==> src/rtl/universal_register.sv <==
// WIDTH-bit register with hold/load/shift/rotate/count modes, clock enable and sync reset.
// Optional carry-out pulse on counter wrap is enabled by defining UREG_CARRY_EN.
module universal_register #(
   parameter int unsigned      WIDTH       = 8,
   parameter logic [WIDTH-1:0] RESET_VALUE = '0
) (
   input  logic             C,
   input  logic             nR,
   input  logic             EN,
   input  logic [2:0]       M,
   input  logic [WIDTH-1:0] D,
   input  logic             SL,
   input  logic             SR,
   output logic [WIDTH-1:0] Q,
   output logic [WIDTH-1:0] nQ,
   output logic             SO,
`ifdef UREG_CARRY_EN
   output logic             CO,
`endif
   output logic             Z
);

   typedef enum logic [2:0] {
      ModeHold  = 3'b000,
      ModeLoad  = 3'b001,
      ModeShl   = 3'b010,
      ModeShr   = 3'b011,
      ModeRol   = 3'b100,
      ModeRor   = 3'b101,
      ModeCntUp = 3'b110,
      ModeCntDn = 3'b111
   } mode_e;

   localparam logic [WIDTH-1:0] One = WIDTH'(1);

   logic [WIDTH-1:0] q_d, q_q;
   logic             so_d, so_q;
   logic [WIDTH-1:0] shl_val, shr_val, rol_val, ror_val;

   // A one-bit register has no neighbour bits: shifts take the serial input, rotates are no-ops.
   if (WIDTH == 1) begin : g_w1
      assign shl_val = SL;
      assign shr_val = SR;
      assign rol_val = q_q;
      assign ror_val = q_q;
   end else begin : g_wn
      assign shl_val = {q_q[WIDTH-2:0], SL};
      assign shr_val = {SR, q_q[WIDTH-1:1]};
      assign rol_val = {q_q[WIDTH-2:0], q_q[WIDTH-1]};
      assign ror_val = {q_q[0], q_q[WIDTH-1:1]};
   end

`ifdef UREG_CARRY_EN
   logic co_d, co_q;
`endif

   always_comb begin
      q_d  = q_q;
      so_d = so_q;
`ifdef UREG_CARRY_EN
      co_d = 1'b0;
`endif
      if (EN) begin
         unique case (mode_e'(M))
            ModeHold: ;
            ModeLoad: q_d = D;
            ModeShl: begin
               q_d  = shl_val;
               so_d = q_q[WIDTH-1];
            end
            ModeShr: begin
               q_d  = shr_val;
               so_d = q_q[0];
            end
            ModeRol: begin
               q_d  = rol_val;
               so_d = q_q[WIDTH-1];
            end
            ModeRor: begin
               q_d  = ror_val;
               so_d = q_q[0];
            end
            ModeCntUp: begin
               q_d = q_q + One;
`ifdef UREG_CARRY_EN
               co_d = &q_q;
`endif
            end
            ModeCntDn: begin
               q_d = q_q - One;
`ifdef UREG_CARRY_EN
               co_d = ~|q_q;
`endif
            end
         endcase
      end
   end

   always_ff @(posedge C) begin
      if (!nR) begin
         q_q  <= RESET_VALUE;
         so_q <= 1'b0;
`ifdef UREG_CARRY_EN
         co_q <= 1'b0;
`endif
      end else begin
         q_q  <= q_d;
         so_q <= so_d;
`ifdef UREG_CARRY_EN
         co_q <= co_d;
`endif
      end
   end

   assign Q  = q_q;
   assign nQ = ~q_q;
   assign SO = so_q;
   assign Z  = (q_q == '0);
`ifdef UREG_CARRY_EN
   assign CO = co_q;
`endif

endmodule

==> config.mk <==
export PLATFORM = sky130hd
export DESIGN_NAME = universal_register
export DESIGN_NICKNAME = d
export VERILOG_FILES = /design/src/rtl/universal_register.sv
export SDC_FILE = /design/constraint.sdc
export NUM_CORES = 1
export LEC_CHECK = 0
export ABC_AREA = 0
export CAP_MARGIN = 15
export CORE_MARGIN = 4
export CORE_UTILIZATION = 47
export CTS_BUF_LIST = sky130_fd_sc_hd__clkbuf_4
export DETAILED_ROUTE_END_ITERATION = 10
export MAX_ROUTING_LAYER = met4
export PLACE_DENSITY = 0.8
export SYNTH_ARGS = -nofsm -noshare
export SYNTH_HDL_FRONTEND = slang
export SYNTH_SLANG_ARGS = --single-unit
==> constraint.sdc <==
create_clock -name C -period 2.8 [get_ports C]
set_input_delay 0.28 -clock C [delete_from_list [all_inputs] [get_ports C]]
set_output_delay 0.28 -clock C [all_outputs]
set_load 0.02 [all_outputs]
# --- Word level (Yosys, flattened, before mapping) ---
# Cells that the tools add are included.
totals:
  ff_bits: 9
classes:
  n_bitwise: 1
  add_sub_neg: 2
  reduce_logical: 7
  muxes: 2
  eq_ne: 7
ops:
  columns: ["operator", "count"]
  rows:
  - ["case mux 8 bit (7 select lines)", 1]
  - ["== test 3 bit (second input constant)", 4]
  - ["adder 8 x 1 -> 8 bit (second input constant)", 1]
  - ["zero test 8 bit", 1]
  - ["inverter 8 bit", 1]
  - ["subtractor 8 x 1 -> 8 bit (second input constant)", 1]
  - ["nonzero test 7 bit", 1]
  - ["== test 3 x 2 -> 1 bit (second input constant)", 2]
  - ["AND reduction 2 bit", 2]
  - ["OR reduction 2 bit", 2]
  - ["== test 3 x 1 -> 1 bit (second input constant)", 1]
  - ["case mux 1 bit (2 select lines)", 1]
  - ["nonzero test 2 bit", 1]

# --- Depth between registers and ports, before layout ---
# Gate-level depths: netlist (run 1).
depth:
  depth_word: 4
  ltp_mapped: 9
  ltp_nobuf: 7

# --- Worst setup path after synthesis (run 1) ---
# OpenSTA, ideal clock, no wires.
synth_path:
  kind: "register to register"
  from: "reg q_q[1] (netlist: Q[1])"
  to: "reg q_q[7] (netlist: Q[7])"
  synth_period_minus_slack_ns: 2.080
  path_stages_with_launch: 7
  arrival_ns: 1.952
  path_slack_ns: 0.720
  setup_time_ns: 0.128
  required_ns: 2.672
  cell_sequence: "dfxtp_1 -> buf_6 -> or4_4 -> or4_4 -> o22ai_2 -> mux2i_1 -> o221ai_2"
synth_via:
  elab_chain_cells: 2
  elab_cells_between_ends: 3
  classes_between: "add/sub (2); mux (1)"
synth_rtl:
  columns: ["item", "line_no", "source"]
  rows:
  - ["start: declaration", "36", "logic [WIDTH-1:0] q_d, q_q;"]
  - ["start signal: assignment", "107", "q_q <= q_d;"]
  - ["subtractor 8 x 1 -> 8 bit / adder 8 x 1 -> 8 bit (equally long branches)", "90, 84", null]
  - ["case mux 8 bit (7 select lines) *", "64", "unique case (mode_e'(M))"]
# Every way passes the cells marked *; elsewhere a longest branch is shown, timed or not.
# A chain may end at the register's enable or synchronous reset.

# --- Worst setup path after layout (run 1) ---
layout_path:
  from: "reg q_q[1] (netlist: Q[1])"
  to: "out Z"
layout_via:
  elab_chain_cells: 1
layout_rtl:
  columns: ["item", "line_no", "source"]
  rows:
  - ["zero test 8 bit", "118", "assign Z = (q_q == '0);"]
  - ["end: declaration", "20", "output logic Z"]
# No other way between the ends.

==> results of run 1 <==
[metal layers]
metal | GRT usage, % | part of all wire [%]
met5 | - | 0
met2 | 39.8 | 48
met1 | 28.5 | 40
met3 | 6.27 | 10
met4 | 7.47 | 1.4
[flip-flops by register name, summed over array words and instances, names as in the netlist]
signal	cells
Q	8
SO	1
[worst max-delay path by stage]
stage,cells after the start,end,slack (ns),start
floorplan,6,Q[7],0.72,Q[1]
global placement,7,Q[5],0.42,M[2]
detailed placement,7,Q[5],0.34,M[2]
CTS,4,Z,0.22,Q[1]
global route,4,Z,0.16,Q[4]
finish,4,Z,0.22,Q[1]
[layout make-up]
| cell class | count | area, um^2 | share of cell area, % |
|---|---|---|---|
| Tap cell | 27 | 33.8 | 2.44 |
| Clock buffer | 4 | 30.0 | 2.17 |
| Inverter | 12 | 45.0 | 3.26 |
| Timing Repair Buffer | 39 | 375 | 27.1 |
| Multi-Input combinational cell | 104 | 718 | 51.9 |
| Sequential cell | 9 | 180 | 13.0 |
[metrics by stage]
step	instances	util [%]	hold WS (ns)	area, um^2	setup slack (ns)
6_report	195	68.4	0.528	1380	0.221
5_1_grt	195	68.4	0.566	1380	0.156
4_1_cts	195	68.4	0.531	1380	0.216
3_5_place_dp	191	66.9	0.516	1350	0.338
3_3_place_gp	191	66.9	0.509	1350	0.422
2_1_floorplan	136	-	0.390	1030	0.720
[power groups by stage]
stage / Clock [mW] / Combinational, mW / Sequential (mW)
2_1_floorplan: 0 / 0.125 / 0.158
4_1_cts: 0.123 / 0.216 / 0.149
5_1_grt: 0.129 / 0.234 / 0.150
3_3_place_gp: 0 / 0.211 / 0.151
3_5_place_dp: 0 / 0.215 / 0.152
6_report: 0.121 / 0.217 / 0.149
[cell families after synthesis]
group	after synthesis	share of synthesized area (%)
and+or+nand+nor	48	26.0
AOI/OAI and AO/OA	41	28.7
buffers and inverters	23	12.8
muxes	9	8.87
DFF	9	17.5
xor gates and xnor gates	3	2.55
adders and majority gates	3	3.65
[worst max-delay path, delay by kind of cell (launching register included)]
kind	cells	cell delay [ns]
simple gates	3	1.12
flops	1	0.31
buf+inv	1	0.60
[placed cells by master, fill, tap and decap left out, types with 3 or more instances in the layout]
| cell | synthesis | routed |
|---|---|---|
| dfxtp_1 | 9 | 9 |
| o21ai_0 | 8 | 8 |
| a21oi_1 | 7 | 7 |
| buf_4 | 0 | 6 |
| nor2_1 | 5 | 5 |
| nand2_1 | 10 | 10 |
| inv_1 | 11 | 11 |
| mux2i_1 | 8 | 8 |
| or3_1 | 4 | 4 |
| nand3_1 | 5 | 5 |
| o211ai_1 | 4 | 4 |
| nor2b_1 | 3 | 3 |
| a31oi_1 | 4 | 4 |
| nor3_1 | 8 | 8 |
| clkbuf_4 | 0 | 4 |
| ha_1 | 3 | 3 |
| clkdlybuf4s50_1 | 0 | 33 |
==> reports/results.tsv, run 1 <==
stage	metric	value	unit
die	die-area	3000	um^2
cts	clock-sinks	9	
sta	fmax	388	MHz
die	pin_count	34	
global_routing	grt_overflow	0	
die	die_w	54.8	um
cts	clk_pin_slew	0.08	ns
yosys	async_flop_share	0	%
detailed_routing	drc	0	
yosys	ys_ff_latch	9	
sta	rsz0062_at_grt	no	
sta	slew_headroom	55.7	%
sta	tightest_slew	0.656	ns
worst_setup_path	cp_slowest_cell	clkdlybuf4s50_1	
pwr	total_power	0.488	mW
finish	syn_to_final_growth	34.3	%
pwr	leakagePower	0.502	nW
detailed_routing	drtIter0Drc	74	
yosys	synth.largest_area_cell	dfxtp_1	
pwr	vdd_drop_max	0.351	mV
cts	cts_resized	0	
sta	hold_viol_final	0	
cts	post_cts_buffers	0	
yosys	synth_cell_types	49	
sta	setup-violations-final	0	
die	core	2020	um^2
cts	ctsHoldBuffers	0	
die	die_h	54.8	um
place	globalplace.congestion	0.931	
worst_setup_path	endpoint_kind	output pin	
sta	worst_clock_skew	0.00745	ns
yosys	ys_seq_area_share	17.5	%
pwr	p_seq_share	30.6	%
pwr	p_sw	0.182	mW
min_path	hold_depth	2	
pwr	p_clk_share	24.9	%
cts	clockRootBuffer	clkbuf_4	
detailed_routing	wire_per_inst	16.0	um
global_routing	antenna_found_initial	0	
die	fp-row-count	16	
yosys	syn-instance-count	136	
worst_setup_path	start_kind	register	
sta	setup_tns	0	ns
sta	period_share	92.1	%
pwr	netSwitchingFraction	37.4	%
min_path	hold_start	SO	
worst_setup_path	slowest_delay	0.60	ns
worst_setup_path	r2r-start	Q[1]	
yosys	netlist_top_cells_count	inv_1, nand2_1, dfxtp_1	
flow_run	maxCapViolations	0	
yosys	postSynthAreaPerCell	7.57	um^2
yosys	synth_top_area_share	17.5	%
pwr	powerDensity	353	nW/um^2
yosys	synth_most_common_cell	inv_1	
finish	diodes	0	
place	hpwl	2360	um
worst_setup_path	cp_max_fo	4	
yosys	synth_area	1030	um^2
cts	cts.path.max_buffers	2	
yosys	synth_nets	155	
pwr	p_int	0.305	mW
worst_setup_path	rrSetupSlack	0.86	ns
cts	cts_tree	done	
cts	insertion_delay	0.28	ns
outcome	status	finished, final reports clean	
detailed_routing	dr.pass1.iters	4	
place	io_buffers	33	
worst_setup_path	ff2ff_path_depth	5	
worst_setup_path	worstPathCellList	or4_4, or4_4, nor2_1, clkdlybuf4s50_1	
pwr	p_comb_share	44.6	%
detailed_routing	vias	1206	
finish	nets	188	
yosys	yosys_warnings	0	
detailed_routing	wl	3120	um
detailed_routing	drtAntennaViolNets	0	
sta	finalCriticalPeriod	2.58	ns
die	initial_core_util	50.9	%
finish	fillCellCount	172	
worst_setup_path	cp.required	2.52	ns
yosys	synthTopCellsByArea	dfxtp_1, mux2i_1, buf_6	
sta	drv_slew	0	
global_routing	grt_max_degree	13	
worst_setup_path	cp.arrival	2.30	ns
worst_setup_path	r2r-end	Q[7]	
global_routing	grt_pass1_vias	1084	
cts	h-tree-depth	1	
finish	drive_gt1_share	11.3	%
yosys	synth_edf_count	0	
yosys	ys.flop_type	dfxtp_1	
min_path	hold_path.class	reg -> reg	
global_routing	grt_pass1_wl	5020	um
worst_setup_path	path_class	reg -> out	
cts	numCtsBuffers	3	
detailed_routing	via_per_inst	6.18	
global_routing	gr-usage-all-layers	24.2	%
min_path	min_to	SO	
worst_setup_path	path_common_cell	or4_4	
Note: power is estimated with default switching activity, not from simulation.
==> inputs of run 2 (changes only) <==
--- a/config.mk
+++ b/config.mk
@@ -8,11 +8,12 @@
 export ABC_AREA = 0
 export CAP_MARGIN = 15
 export CORE_MARGIN = 4
-export CORE_UTILIZATION = 47
+export CORE_UTILIZATION = 43
 export CTS_BUF_LIST = sky130_fd_sc_hd__clkbuf_4
 export DETAILED_ROUTE_END_ITERATION = 10
 export MAX_ROUTING_LAYER = met4
-export PLACE_DENSITY = 0.8
+export PLACE_DENSITY = 0.77
+export SLEW_MARGIN = 25
 export SYNTH_ARGS = -nofsm -noshare
 export SYNTH_HDL_FRONTEND = slang
 export SYNTH_SLANG_ARGS = --single-unit
==> constraint.sdc (replaced) <==
create_clock -name C -period 2.1 [get_ports C]
set_input_delay 0.315 -clock C [delete_from_list [all_inputs] [get_ports C]]
set_output_delay 0.315 -clock C [all_outputs]
set_load 0.02 [all_outputs]
==> run 2 against run 1 <==
The run now ends with setup timing left; largest cell class unchanged; core utilization shrank 0.29 points; clock power grew 36%; power grew 44%; setup slack lost 0.24 ns; cell area grew 11%; first-iteration DRC count shrank 41%.
==> reports/results.tsv, run 2 (same netlist as run 1, synthesis figures left out) <==
stage	metric	value	unit	change
detailed_routing	drtAntennaViolNets	0		unchanged
pwr	vdd_drop_max	0.270	mV	was 0.351 mV
worst_setup_path	worstPathCellList	or4_4, or4_4, nor2_4, buf_6		was or4_4, or4_4, nor2_1, clkdlybuf4s50_1
global_routing	antenna_found_initial	0		unchanged
detailed_routing	vias	1300		was 1,206
pwr	powerDensity	458	nW/um^2	was 353 nW/um^2
outcome	status	finished with violations		was finished, final reports clean
worst_setup_path	endpoint_kind	output pin		unchanged
finish	diodes	0		unchanged
pwr	p_sw	0.261	mW	was 0.182 mW
die	die-area	3240	um^2	was 3000 um^2
sta	finalCriticalPeriod	2.12	ns	
worst_setup_path	cp.required	1.78	ns	was 2.52 ns
cts	numCtsBuffers	3		unchanged
detailed_routing	via_per_inst	6.05		was 6.18
sta	setup-violations-final	2		was 0
worst_setup_path	cp_max_fo	2		was 4
die	die_w	56.9	um	was 54.8 um
sta	slew_headroom	76.3	%	was 55.7%
detailed_routing	drc	0		unchanged
finish	layout_commonest_cell	clkdlybuf4s50_1		unchanged
cts	insertion_delay	0.28	ns	about the same
finish	largest_reg_flops	8		unchanged
cts	h-tree-depth	1		unchanged
place	place_inst	211		was 191
sta	drv_slew	0		unchanged
place	globalplace.congestion	0.959		was 0.931
min_path	hold_path.class	reg -> reg		unchanged
global_routing	grt_overflow	0		unchanged
die	core	2250	um^2	was 2020 um^2
cts	clock-sinks	9		unchanged
global_routing	grt_pass1_vias	1225		was 1,084
cts	cts.path.max_buffers	2		unchanged
detailed_routing	dr.pass1.iters	4		unchanged
detailed_routing	wire_per_inst	16.2	um	was 16.0 um
pwr	p_int	0.443	mW	was 0.305 mW
pwr	total_power	0.704	mW	was 0.488 mW
pwr	leakagePower	0.599	nW	was 0.502 nW
finish	final_cell_mix	clkdlybuf4s50_1, buf_4, inv_1		was clkdlybuf4s50_1, inv_1, nand2_1
cts	clockRootBuffer	clkbuf_4		unchanged
finish	finish.utilization	68.1	%	was 68.4%
finish	drive_gt1_share	21.4	%	was 11.3%
finish	fillCellCount	190		was 172
sta	period_share	101	%	
sta	worst_clock_skew	0.00847	ns	was 0.00745 ns
cts	clk_pin_slew	0.08	ns	about the same
outcome	violations	setup timing		
worst_setup_path	path_class	reg -> out		unchanged
cts	post_cts_buffers	0		unchanged
sta	hold-worst-slack	0.529	ns	was 0.528 ns
pwr	p_seq_share	27.4	%	was 30.6%
worst_setup_path	cp.arrival	1.81	ns	was 2.30 ns
die	pin_count	34		unchanged
worst_setup_path	path_common_cell	or4_4		unchanged
global_routing	grt_max_degree	12		was 13
detailed_routing	wl	3490	um	was 3120 um
place	io_buffers	33		unchanged
flow_run	maxCapViolations	0		unchanged
place	hpwl	2750	um	was 2360 um
sta	rsz0062_at_grt	yes		was no
die	initial_core_util	45.7	%	was 50.9%
die	die_h	56.9	um	was 54.8 um
sta	tightest_slew	0.351	ns	was 0.656 ns
pwr	p_clk_share	23.3	%	was 24.9%
pwr	netSwitchingFraction	37.1	%	was 37.4%
pwr	p_comb_share	49.3	%	was 44.6%
detailed_routing	drtIter0Drc	44		was 74
worst_setup_path	start_kind	register		unchanged
sta	postLayoutSetupSlackWorst	-0.0229	ns	was 0.221 ns
finish	nets	207		was 188
finish	syn_to_final_growth	49.1	%	was 34.3%
worst_setup_path	slowest_delay	0.54	ns	was 0.60 ns
sta	hold_viol_final	0		unchanged
global_routing	gr-usage-all-layers	22.7	%	was 24.2%
global_routing	grt_pass1_wl	5640	um	was 5020 um
finish	final_cells	215		was 195
die	fp-row-count	17		was 16
worst_setup_path	cp_slowest_cell	or4_4		was clkdlybuf4s50_1
sta	fmax	471	MHz	
cts	cts_tree	done		unchanged
-- run 2: path summary, 6_finish.rpt --
kind / from / to / slack, ns / cells past startpoint
setup / recovery: Q[1] / Z / -0.02 / 4
hold reg to reg: SO / SO / 0.53 / 2
hold / removal: SO / SO / 0.53 / 2
setup reg to reg: Q[1] / Q[7] / -0.01 / 6
-- run 2: per-layer routing --
layer | routed length (um) | track usage (%) | vias up
met1 | 1400 | 26.9 | 607
met4 | 113 | 11.3 | 0
li1 | - | - | 616
met5 | 0 | - | -
met2 | 1700 | 37.2 | 63
met3 | 278 | 3.39 | 14
-- run 2: cell type report --
| type | count | area, um^2 | area share [%] |
|---|---|---|---|
| multi-input cells | 104 | 726 | 47.3 |
| repair buffers | 58 | 519 | 33.8 |
| flip-flops and latches | 9 | 180 | 11.7 |
| inverters | 12 | 45.0 | 2.93 |
| well taps | 28 | 35.0 | 2.28 |
| clock buffers | 4 | 30.0 | 1.96 |
-- run 2: per-stage QoR --
stage / setup WS, ns / TNS, ns / instance area (um^2)
floorplan: 0.0114 / 0 / 1030
global placement: -0.141 / -0.505 / 1500
detailed placement: -0.183 / -0.935 / 1500
CTS: -0.0178 / -0.0178 / 1540
global route: -0.0585 / -0.113 / 1540
finish: -0.0229 / -0.0310 / 1540
-- run 2: power by group through the flow --
stage               clock [mW]  sequential (mW)  combinational [mW]
finish                   0.164            0.193               0.347
detailed placement           0            0.196               0.338
global placement             0            0.196               0.331
global route             0.175            0.194               0.371
CTS                      0.161            0.193               0.344
floorplan                    0            0.211               0.168
-- run 2: worst max-delay path: cells and delay by family, from the launching register on --
family / cells / cell delay, ns
simple gates: 3 / 1.09
flops: 1 / 0.32
buf+inv: 1 / 0.12
-- run 2: repair_timing --
action                     4_1_cts  5_1_grt
gates resized for setup          7        0
setup endpoints to repair        1        2
hold buffers                     0        0
==> inputs of run 3 (changes only) <==
--- a/config.mk
+++ b/config.mk
@@ -6,11 +6,13 @@
 export NUM_CORES = 1
 export LEC_CHECK = 0
 export ABC_AREA = 0
+export ABC_CLOCK_PERIOD_IN_PS = 2100
 export CAP_MARGIN = 15
 export CORE_MARGIN = 4
 export CORE_UTILIZATION = 43
 export CTS_BUF_LIST = sky130_fd_sc_hd__clkbuf_4
 export DETAILED_ROUTE_END_ITERATION = 10
+export GPL_ROUTABILITY_DRIVEN = 1
 export MAX_ROUTING_LAYER = met4
 export PLACE_DENSITY = 0.77
 export SLEW_MARGIN = 25
==> results of run 3 <==
The final DEF is identical to that of run 2; final timing and power are the same.
